$ cat src/rtl/ps2_pkg.sv
// ---------------------------------------------------------------------------
// ps2_pkg
// Shared definitions for the PS/2 keyboard interface blocks:
//   - state_t     : host transmitter state encoding
//   - FRAME_BITS  : bits shifted out after the start bit (8 data, parity, stop)
//   - CMD_*       : common host-to-keyboard command bytes
//   - ACK_BYTE    : byte the keyboard answers with on the receive path
//   - odd_parity  : parity bit that makes data plus parity hold an odd number
//                   of ones
// ---------------------------------------------------------------------------
package ps2_pkg;

  typedef enum logic [2:0] {
    IDLE      = 3'd0,
    INHIBIT   = 3'd1,
    RTS       = 3'd2,
    SHIFT     = 3'd3,
    ACK       = 3'd4,
    WAIT_IDLE = 3'd5
  } state_t;

  localparam int FRAME_BITS = 10;

  localparam logic [7:0] CMD_SET_LEDS = 8'hED;
  localparam logic [7:0] CMD_ENABLE   = 8'hF4;
  localparam logic [7:0] CMD_RESET    = 8'hFF;
  localparam logic [7:0] ACK_BYTE     = 8'hFA;

  function automatic logic odd_parity(input logic [7:0] data);
    return ~^data;
  endfunction

endpackage

$ cat src/rtl/ps2_sync_edge.sv
// ---------------------------------------------------------------------------
// ps2_sync_edge
// Two-flop synchronizer for one PS/2 pin, plus a falling-edge detector on the
// synchronized level. The keyboard receiver uses the same block.
// Ports:
//   clk    in  system clock
//   reset  in  synchronous active-high reset
//   din    in  raw, asynchronous pin level
//   level  out synchronized pin level
//   fall   out high for one cycle after the synchronized level drops 1->0
// ---------------------------------------------------------------------------
import ps2_pkg::*;

module ps2_sync_edge (
  input  logic clk,
  input  logic reset,
  input  logic din,
  output logic level,
  output logic fall
);

  logic meta;
  logic level_prev;

  // The flops reset to 1 because an idle PS/2 line is pulled high. Resetting
  // them low would produce a bogus falling edge right after reset.
  always_ff @(posedge clk) begin
    if (reset) begin
      meta       <= 1'b1;
      level      <= 1'b1;
      level_prev <= 1'b1;
    end else begin
      meta       <= din;
      level      <= meta;
      level_prev <= level;
    end
  end

  assign fall = level_prev & ~level;

endmodule

$ cat src/rtl/ps2_host_tx.sv
// ---------------------------------------------------------------------------
// ps2_host_tx
// PS/2 host-to-device transmitter. It sends one command byte to the keyboard
// by pulling the open-drain clock and data lines through output enables. It
// then follows the device-generated clock, checks the device ACK, and reports
// the result as a done or error pulse.
// Ports:
//   clk       in  system clock
//   reset     in  synchronous active-high reset
//   tx_data   in  command byte, taken when tx_valid & tx_ready
//   tx_valid  in  send request
//   tx_ready  out high only while idle
//   tx_done   out one-cycle pulse: frame sent and ACK seen
//   tx_error  out one-cycle pulse: watchdog timeout or missing ACK
//   busy      out high whenever not idle (receiver ignores the lines)
//   ps2c_in   in  raw PS/2 clock pin
//   ps2d_in   in  raw PS/2 data pin
//   ps2c_oe   out 1 = pull clock line low
//   ps2d_oe   out 1 = pull data line low
// ---------------------------------------------------------------------------
import ps2_pkg::*;

module ps2_host_tx #(
  parameter int INHIBIT_CYCLES = 5000,
  parameter int TIMEOUT_CYCLES = 750000
) (
  input  logic       clk,
  input  logic       reset,
  input  logic [7:0] tx_data,
  input  logic       tx_valid,
  output logic       tx_ready,
  output logic       tx_done,
  output logic       tx_error,
  output logic       busy,
  input  logic       ps2c_in,
  input  logic       ps2d_in,
  output logic       ps2c_oe,
  output logic       ps2d_oe
);

  localparam int MAX_CYCLES = (INHIBIT_CYCLES > TIMEOUT_CYCLES) ? INHIBIT_CYCLES : TIMEOUT_CYCLES;
  localparam int CW = $clog2(MAX_CYCLES) + 1;
  localparam logic [CW-1:0] INHIBIT_LAST = CW'(INHIBIT_CYCLES - 1);
  localparam logic [CW-1:0] TIMEOUT_LAST = CW'(TIMEOUT_CYCLES - 1);
  localparam logic [3:0]    LAST_BIT     = 4'(FRAME_BITS - 1);

  state_t        state;
  logic [9:0]    frame;
  logic [3:0]    bitcnt;
  logic [CW-1:0] cnt;
  logic          sync_clk;
  logic          sync_data;
  logic          clk_fall;
  logic          data_fall;
  logic          wd_expired;

  ps2_sync_edge u_sync_clk (
    .clk   (clk),
    .reset (reset),
    .din   (ps2c_in),
    .level (sync_clk),
    .fall  (clk_fall)
  );

  ps2_sync_edge u_sync_data (
    .clk   (clk),
    .reset (reset),
    .din   (ps2d_in),
    .level (sync_data),
    .fall  (data_fall)
  );

  assign tx_ready   = (state == IDLE);
  assign busy       = (state != IDLE);
  assign wd_expired = (cnt == TIMEOUT_LAST);

  // One counter serves two purposes. In INHIBIT it times the clock-low
  // period. In the device-clocked states it is the watchdog, which every
  // device clock fall clears.
  always_ff @(posedge clk) begin
    if (reset) begin
      state    <= IDLE;
      frame    <= '0;
      bitcnt   <= '0;
      cnt      <= '0;
      ps2c_oe  <= 1'b0;
      ps2d_oe  <= 1'b0;
      tx_done  <= 1'b0;
      tx_error <= 1'b0;
    end else begin
      tx_done  <= 1'b0;
      tx_error <= 1'b0;
      unique case (state)
        IDLE: begin
          ps2c_oe <= 1'b0;
          ps2d_oe <= 1'b0;
          if (tx_valid) begin
            frame   <= {1'b1, odd_parity(tx_data), tx_data};
            ps2c_oe <= 1'b1;
            cnt     <= '0;
            bitcnt  <= '0;
            state   <= INHIBIT;
          end
        end
        INHIBIT: begin
          if (cnt == INHIBIT_LAST) begin
            ps2d_oe <= 1'b1;
            state   <= RTS;
          end else begin
            cnt <= cnt + 1'b1;
          end
        end
        RTS: begin
          // Release the clock and keep data low. The low data line is the
          // start bit, which tells the device to begin clocking.
          ps2c_oe <= 1'b0;
          bitcnt  <= '0;
          cnt     <= '0;
          state   <= SHIFT;
        end
        SHIFT: begin
          if (clk_fall) begin
            cnt <= '0;
            if (bitcnt < 4'(FRAME_BITS)) begin
              ps2d_oe <= ~frame[bitcnt];
              bitcnt  <= bitcnt + 1'b1;
              if (bitcnt == LAST_BIT) begin
                state <= ACK;
              end
            end
          end else if (wd_expired) begin
            ps2c_oe  <= 1'b0;
            ps2d_oe  <= 1'b0;
            tx_error <= 1'b1;
            state    <= IDLE;
          end else begin
            cnt <= cnt + 1'b1;
          end
        end
        ACK: begin
          if (clk_fall) begin
            cnt <= '0;
            if (!sync_data) begin
              state <= WAIT_IDLE;
            end else begin
              tx_error <= 1'b1;
              state    <= IDLE;
            end
          end else if (wd_expired) begin
            ps2c_oe  <= 1'b0;
            ps2d_oe  <= 1'b0;
            tx_error <= 1'b1;
            state    <= IDLE;
          end else begin
            cnt <= cnt + 1'b1;
          end
        end
        WAIT_IDLE: begin
          // The frame ends only after the device lets both lines go high.
          // This keeps the receiver from seeing the tail of the ACK.
          if (sync_clk && sync_data) begin
            tx_done <= 1'b1;
            state   <= IDLE;
          end else if (clk_fall) begin
            cnt <= '0;
          end else if (wd_expired) begin
            ps2c_oe  <= 1'b0;
            ps2d_oe  <= 1'b0;
            tx_error <= 1'b1;
            state    <= IDLE;
          end else begin
            cnt <= cnt + 1'b1;
          end
        end
        default: begin
          ps2c_oe <= 1'b0;
          ps2d_oe <= 1'b0;
          state   <= IDLE;
        end
      endcase
    end
  end

endmodule
$ cat config.mk
export PLATFORM = sky130hd
export DESIGN_NAME = ps2_host_tx
export DESIGN_NICKNAME = d
export VERILOG_FILES = /design/src/rtl/ps2_pkg.sv /design/src/rtl/ps2_sync_edge.sv /design/src/rtl/ps2_host_tx.sv
export SDC_FILE = /design/constraint.sdc
export NUM_CORES = 1
export LEC_CHECK = 0
export BUFFER_PORTS_ARGS = -buffer_cell sky130_fd_sc_hd__clkbuf_2
export CAP_MARGIN = 20
export CORE_MARGIN = 1.5
export CORE_UTILIZATION = 60
export CTS_BUF_LIST = sky130_fd_sc_hd__clkbuf_16
export CTS_CLUSTER_DIAMETER = 40
export DETAILED_ROUTE_END_ITERATION = 12
export GPL_ROUTABILITY_DRIVEN = 1
export PLACE_DENSITY = 0.9
export SLEW_MARGIN = 5
export SYNTH_ARGS = -nofsm -noshare
export SYNTH_HDL_FRONTEND = slang
export SYNTH_HIERARCHICAL = 1
export SYNTH_SLANG_ARGS = --single-unit
$ cat constraint.sdc
create_clock -name clk -period 3.9 [get_ports clk]
set_clock_uncertainty 0.15 [all_clocks]
set_input_delay 0.195 -clock clk [delete_from_list [all_inputs] [get_ports clk]]
set_output_delay 0.195 -clock clk [all_outputs]
set_load 0.01 [all_outputs]
Yosys cells after proc, flatten, opt, wreduce, memory -nomap -nowiden:

Cells that the tools add are included.

* latch bits: 0
* memory bits (read-only): 0
* bits in writable memories: 0
* flip-flop bits (word level): 47
* memories kept: 0
* word-level logic and storage cells: 96

* bitwise gates (word level): 6
* equal/unequal tests: 17
* magnitude comparators: 2
* mux-type cells: 42
* $mul: 0
* shift-type cells: 0
* divide/modulo/power cells: 0
* add/subtract/negate cells: 2
* reduce and logical (&&, ||, !) cells: 14

Operators with widths (number)
* $mux 21: 5
* $pmux 21 s5: 1
* $mux 3: 10
* $add 21x1->21 const B: 1
* $eq 21x13->1 const B: 1
* $eq 21x20->1 const B: 1
* $pmux 3 s6: 1
* $mux 1: 17
* $mux 4: 3
* $ne 2x2->1 const B: 6
* $pmux 4 s3: 1
* $reduce_and 4->1: 3
* $ne 3x3->1 const B: 3
* $reduce_xnor 8->1: 1
* $eq 3x2->1 const B: 2
* $eq 3x3->1 const B: 2
* $reduce_bool 3->1: 2
* $lt 4x5->1 const B: 1
* $not 1->1: 5
* $pmux 1 s5: 1
* $reduce_and 5->1: 1
* $reduce_bool 5->1: 1
* $add 4x1->4 const B: 1
* $bmux 1 s4: 1
* other kinds (10): 12

Logic depth before layout (Yosys ltp):

Gate-level depths: netlist of run 1.

* depth in word-level cells: 6
* depth in mapped cells: 9
* depth with buffers taken out: 6

Modules after synthesis:

Netlist of run 1, hierarchy kept.

Modules (own cells, without submodules)
* ps2_host_tx: cells each 315, seq. area each 840.8 um^2, area each 2572.5 um^2, times used 1
* ps2_sync_edge: cells each 7, seq. area each 60.1 um^2, area each 85.1 um^2, times used 2

Least setup slack after synthesis of run 1:

No wires, ideal clock.

* kind: reg-to-reg
* from: register cnt[0]
* to: register cnt[13]
* data required time: 3618 ps
* arrival time: 1803 ps
* cell stages (with the launch flop): 9
* slack: 1815 ps
* path buffers: 2
* path through: dfxtp_1 > ha_1 > and4_1 > and3_4 > and4_1 > buf_2 > buf_4 > o41ai_1 > a21oi_1

* cells in the longest elaborated chain, start to end: 5
* elaborated cells between the ends (all ways): 10

RTL lines
* from (decl): line ps2_host_tx.sv:50 `logic [CW-1:0] cnt;`
* from (signal assigned): line ps2_host_tx.sv:110 `cnt <= cnt + 1'b1;`
* from (signal assigned): line ps2_host_tx.sv:137 `cnt <= cnt + 1'b1;`
* from (signal assigned): line ps2_host_tx.sv:155 `cnt <= cnt + 1'b1;`
* $add 21x1->21 / $eq 21x20->1 (equally long branches)
* $mux 21: line ps2_host_tx.sv:131, ps2_host_tx.sv:149, ps2_host_tx.sv:166
* $mux 21: line ps2_host_tx.sv:122 `if (clk_fall) begin`
* $mux 21: line ps2_host_tx.sv:161 `if (sync_clk && sync_data) begin`
* $pmux 21 s5: line ps2_host_tx.sv:93 `unique case (state)`

Several ways; a longest one is shown, not always the timed one. The select of a mux whose other input is x is not followed.
A chain may end at the register's enable or synchronous reset.

Worst setup path after layout of run 1:

* from: register u_sync_clk.level
* to: register cnt[9]

* cells in the longest elaborated chain, start to end: 5
* elaborated cells between the ends (all ways): 8

RTL lines
* from (decl): line ps2_sync_edge.sv:18 `output logic level,`
* from (signal assigned): line ps2_sync_edge.sv:34 `level <= meta;`
* $not 1->1 *: line ps2_sync_edge.sv:39 `assign fall = level_prev & ~level;`
* $and 1x1->1 *: line ps2_sync_edge.sv:39
* named net clk_fall: line ps2_host_tx.sv:53 `logic clk_fall;`
* $mux 21 *: line ps2_host_tx.sv:122
* $mux 21: line ps2_host_tx.sv:161
* $pmux 21 s5 *: line ps2_host_tx.sv:93
* to (signal assigned): line ps2_host_tx.sv:110
* to (signal assigned): line ps2_host_tx.sv:137
* to (signal assigned): line ps2_host_tx.sv:172 `cnt <= cnt + 1'b1;`

The timed path passes the listed nets; every way through them passes the cells marked *. The select of a mux whose other input is x is not followed.

==> results.sh, run 1 <==
export IMPL_syn_nets=342
export IMPL_slew_violations=0
export IMPL_cts_root_buf="clkbuf_16"
export IMPL_io_buffers=18
export IMPL_place_ws_ps=1350
export IMPL_dp_cells=380
export IMPL_dr_pass1_iters=5
export IMPL_rr_endpoint="cnt[9]"
export IMPL_vias=2521
export IMPL_clkSlewWorstSetupHoldPaths_ps=60
export IMPL_drive_gt1_frac=0.127
export IMPL_power_density_nw_per_um2=415
export IMPL_num_rows=24
export IMPL_diodes=0
export IMPL_final_min_clock_period_ps=2670
export IMPL_hold_path_endpoint="frame[4]"
export IMPL_drc=0
export IMPL_finalWirelength_um=6240
export IMPL_post_route_util=0.683
export IMPL_grt_use_total=0.270
export IMPL_status="completed"
export IMPL_worst_pin_slew_ps=698
export IMPL_layout_common_cells="47 x dfxtp_1, 45 x nand2_1, 29 x a21oi_1, 18 x nor2_1, 18 x clkbuf_2"
export IMPL_area_delta_synth_final_pct=9.79
export IMPL_crit_arrival_ps=2740
export IMPL_drv_cap=0
export IMPL_place_area_um2=2790
export IMPL_setup_tns_ps=0
export IMPL_wl_per_cell_um=16.0
export IMPL_yosysWarnings=6
export IMPL_setup_ws_ps=1230
export IMPL_ios=19
export IMPL_antenna_found_initial=0
export IMPL_nNetsFinal=354
export IMPL_rsz0062_at_grt="no"
export IMPL_hold_violations=0
export IMPL_critPathMaxFanout=18
export IMPL_r2r_cells=6
export IMPL_cts_resized=0
export IMPL_hold_depth=3
export IMPL_startpoint_type="flop"
export IMPL_gp_congestion=1.01
export IMPL_die_area_um2=4930
export IMPL_die_w_um=70.2
export IMPL_synthCells=326
export IMPL_htreeDepth=2
export IMPL_worstPathRequired_ps=3970
export IMPL_crit_slowest_cell="or4_1"
export IMPL_initial_utilization=0.622
export IMPL_clkLatencyLatePin_ps=290
export IMPL_drt_vias_per_instance=6.46
export IMPL_drt_iter0_markers=597
export IMPL_grt_max_degree=33
export IMPL_grt_ovfl_total=0
export IMPL_syn_area_um2=2710
export IMPL_period_share=0.683
export IMPL_peakVddDrop_uv=353
export IMPL_final_setup_viol_count=0
export IMPL_hold_class="in2reg"
export IMPL_p_leak_nw=1.01
export IMPL_p_total_mw=1.24
export IMPL_setup_worst_path_end_class="flop"
export IMPL_cts_buffers=5
export IMPL_die_h_um=70.2
export IMPL_hpwl_um=4280
export IMPL_fin_area_um2=2980
export IMPL_cts_tree="done"
export IMPL_ff2ff_setup_slack_ps=1230
export IMPL_clock_fmax_mhz=375
export IMPL_layout_commonest_cell="dfxtp_1"
export IMPL_path_cells="nor2b_1 > clkinv_1 > and3_4 > and4_1 > or4_1 > a21oi_1"
export IMPL_fp_coreArea_um2=4350
export IMPL_slowest_delay_ps=560
export IMPL_cts_sinks=47
export IMPL_min_from="tx_data[4]"
export IMPL_cts_path_max_buffers=2
export IMPL_grt_pass1_wl_um=10700
export IMPL_r2r_start="u_sync_clk/level"
export IMPL_crit_type="reg2reg"
export IMPL_syn_area_per_cell_um2=8.31
export IMPL_grt_pass1_vias=2332
export IMPL_ant_nets=0
export IMPL_holdWs_ps=4.57
export IMPL_stdcell_count=390
export IMPL_maxSlewHeadroom=0.531
[critical path: cells and delay by family (launching register included)]
| kind | cells | cell delay (ps) |
|---|---|---|
| simple gates | 4 | 1630 |
| flops | 1 | 370 |
| buf+inv | 1 | 290 |
| compound gates | 1 | 150 |
[power by group]
part | switching, mW | internal [mW]
registers | 0.0325 | 0.505
clock network | 0.173 | 0.296
logic | 0.142 | 0.0870
[layout make-up]
cell class,instances,area (um^2)
multi-input combinational,251,1650
fill,328,1380
sequential,47,941
clock buffer,5,125
timing repair buffer,21,120
tap,52,65.1
inverter,12,45.0
clock inverter,2,33.8
[routing by layer]
metal / global-route usage / vias to the layer above / routed length (um)
met5: 0 / - / 0
met4: 0.0919 / 0 / 119
met3: 0.0707 / 16 / 535
met2: 0.425 / 115 / 2910
met1: 0.359 / 1169 / 2680
li1: - / 1221 / -
[repair_timing]
item	in CTS	in global routing
hold buffers	3	0
setup buffers	0	0
endpoints found under the hold margin	3	0
setup endpoints to repair	0	0
[how the worst max path moves through the flow]
| stage | start | end | slack [ps] | cells past startpoint |
|---|---|---|---|---|
| after floorplan | cnt[0] | cnt[13] | 1810 | 8 |
| after detailed placement | u_sync_clk/level | cnt[9] | 1350 | 6 |
| after CTS | u_sync_clk/level | cnt[9] | 1310 | 6 |
| after global placement | u_sync_clk/level | cnt[7] | 1450 | 6 |
| after global routing | u_sync_clk/level | cnt[13] | 1110 | 6 |
| final | u_sync_clk/level | cnt[9] | 1230 | 6 |
[flip-flops by register name (all words and copies together), names as in the netlist]
name / cells
u_sync_clk/level_prev: 1
u_sync_clk/meta: 1
ps2d_oe: 1
tx_done: 1
tx_error: 1
ps2c_oe: 1
cnt: 21
bitcnt: 4
u_sync_clk/level: 1
frame: 10
u_sync_data/meta: 1
state: 3
u_sync_data/level: 1
Power figures use the tool's default switching activity.
==> run 2: changes to the inputs <==
Clock period 3.9 ns to 2.71 ns, I/O delays scaled along.
==> run 2 against run 1 <==
Critical path depth is 1 lower. Count of clock-buffer cells in the layout did not move. Cell area rose by 3.3%. Global-route usage increased by 2.7 points. Sequential share of layout area shrank 1.0 points. Critical path type unchanged. Critical endpoint is now cnt[17]. Register-to-register slack worse by 990 ps. Worst hold slack improved by 100 ps.
==> results.sh, run 2 (synthesis results as in run 1) <==
export IMPL_top_regs="cnt x21, frame x10, bitcnt x4"
export IMPL_regArea_um2=941
export IMPL_nNetsFinal=367
export IMPL_gp_congestion=0.926
export IMPL_wl_per_cell_um=17.5
export IMPL_worstPathRequired_ps=2780
export IMPL_fill_cells=307
export IMPL_layout_commonest_cell="dfxtp_1"
export IMPL_p_total_mw=1.73
export IMPL_htreeDepth=2
export IMPL_io_buffers=18
export IMPL_die_w_um=70.2
export IMPL_switching_share=0.308
export IMPL_final_min_clock_period_ps=2470
export IMPL_cts_root_buf="clkbuf_16"
export IMPL_hpwl_um=4470
export IMPL_status="completed"
export IMPL_power_frac_comb=0.207
export IMPL_fp_coreArea_um2=4350
export IMPL_drive_gt1_frac=0.142
export IMPL_drt_iter0_markers=439
export IMPL_grt_ovfl_total=0
export IMPL_regMostFlops="cnt"
export IMPL_power_density_nw_per_um2=564
export IMPL_rsz0062_at_grt="no"
export IMPL_cts_buffers=5
export IMPL_ios=19
export IMPL_clock_fmax_mhz=405
export IMPL_slew_violations=0
export IMPL_final_setup_viol_count=0
export IMPL_hold_violations=0
export IMPL_initial_utilization=0.622
export IMPL_cts_resized=0
export IMPL_area_delta_synth_final_pct=13.4
export IMPL_grt_use_total=0.297
export IMPL_vias=2684
export IMPL_setup_worst_path_end_class="flop"
export IMPL_p_clk_frac=0.349
export IMPL_worst_pin_slew_ps=704
export IMPL_drv_cap=0
export IMPL_grt_pass1_vias=2508
export IMPL_grt_max_degree=19
export IMPL_die_h_um=70.2
export IMPL_drt_vias_per_instance=6.64
export IMPL_crit_slowest_cell="dfxtp_1"
export IMPL_num_rows=24
export IMPL_peakVddDrop_uv=377
export IMPL_cts_sinks=47
export IMPL_pwr_share_seq=0.444
export IMPL_diodes=0
export IMPL_critPathMaxFanout=18
export IMPL_antenna_found_initial=0
export IMPL_path_cells="nand3b_1 > nand2_1 > and4_1 > nor4_1 > mux2i_1"
export IMPL_finalWirelength_um=7050
export IMPL_die_area_um2=4930
export IMPL_post_cts_buffers=0
export IMPL_p_int_mw=1.20
export IMPL_holdWs_ps=109
export IMPL_clkSlewWorstSetupHoldPaths_ps=70
export IMPL_maxSlewHeadroom=0.531
export IMPL_largest_reg_flops=21
export IMPL_cts_tree="done"
export IMPL_p_leak_nw=1.06
export IMPL_clkLatencyLatePin_ps=290
export IMPL_dr_pass1_iters=5
export IMPL_startpoint_type="flop"
export IMPL_crit_arrival_ps=2530
export IMPL_multi_input_area_um2=1650
export IMPL_power_switching_mw=0.533
export IMPL_grt_pass1_wl_um=11700
export IMPL_crit_type="reg2reg"
export IMPL_slowest_delay_ps=700
export IMPL_setup_tns_ps=0
export IMPL_ant_nets=0
export IMPL_layout_common_cells="47 x dfxtp_1, 45 x nand2_1, 29 x a21oi_1, 18 x nor2_1, 18 x clkbuf_2"
export IMPL_drc=0
export IMPL_period_share=0.910
export IMPL_cts_path_max_buffers=2
export IMPL_hold_class="in2reg"
==> run 2: cell count changes in the layout (fill, tap and decap cells not counted) <==
cell | previous run | this run
clkinv_2 | 0 | 1
buf_4 | 0 | 6
dlygate4sd3_1 | 3 | 10
clkinvlp_4 | 0 | 1
bufinv_16 | 1 | 0
==> run 2: final cells by class <==
cell class | count | share of cell area
Inverter | 12 | 0.0147
Tap cell | 52 | 0.0212
Clock buffer | 5 | 0.0407
Sequential cell | 47 | 0.306
Clock inverter | 3 | 0.00529
Multi-Input combinational cell | 251 | 0.535
Timing Repair Buffer | 34 | 0.0765
==> run 2: power groups by stage <==
stage | Sequential [mW] | Combinational [mW] | Clock (mW)
detailed placement | 0.780 | 0.330 | 0
floorplan | 0.760 | 0.269 | 0
CTS | 0.766 | 0.345 | 0.596
finish | 0.770 | 0.358 | 0.606
global placement | 0.778 | 0.319 | 0
global route | 0.773 | 0.394 | 0.628
==> run 2: critical path: cells and delay by family (launching register included) <==
kind / cells / cell delay (ps)
simple gates: 4 / 1300
mux: 1 / 240
flops: 1 / 700
==> run 2: timing repair <==
item / CTS / global route
hold buffers: 10 / 0
setup endpoints to repair: 0 / 0
endpoints found under the hold margin: 10 / 0
==> run 2: through the flow <==
step	cell area, um^2	setup slack, ps	util	instances
finish	3070	244	0.706	404
detailed placement	2830	409	0.650	386
global placement	2830	475	0.650	386
CTS	3070	312	0.706	404
global route	3070	170	0.706	404
floorplan	2710	625	-	326
==> run 2: routing by layer <==
metal,up-vias,routed length (um),track usage
met5,-,0,0
met4,0,227,0.122
met3,34,482,0.0592
met2,156,3450,0.493
met1,1245,2900,0.376
li1,1249,-,-
==> run 2: worst paths after layout <==
path | startpoint | to | slack [ps] | cells past startpoint
setup / recovery | state[2] | cnt[17] | 240 | 5
hold / removal | tx_valid | ps2c_oe | 110 | 3
setup reg to reg | state[2] | cnt[17] | 240 | 5
hold reg to reg | u_sync_data/meta | u_sync_data/level | 300 | 1
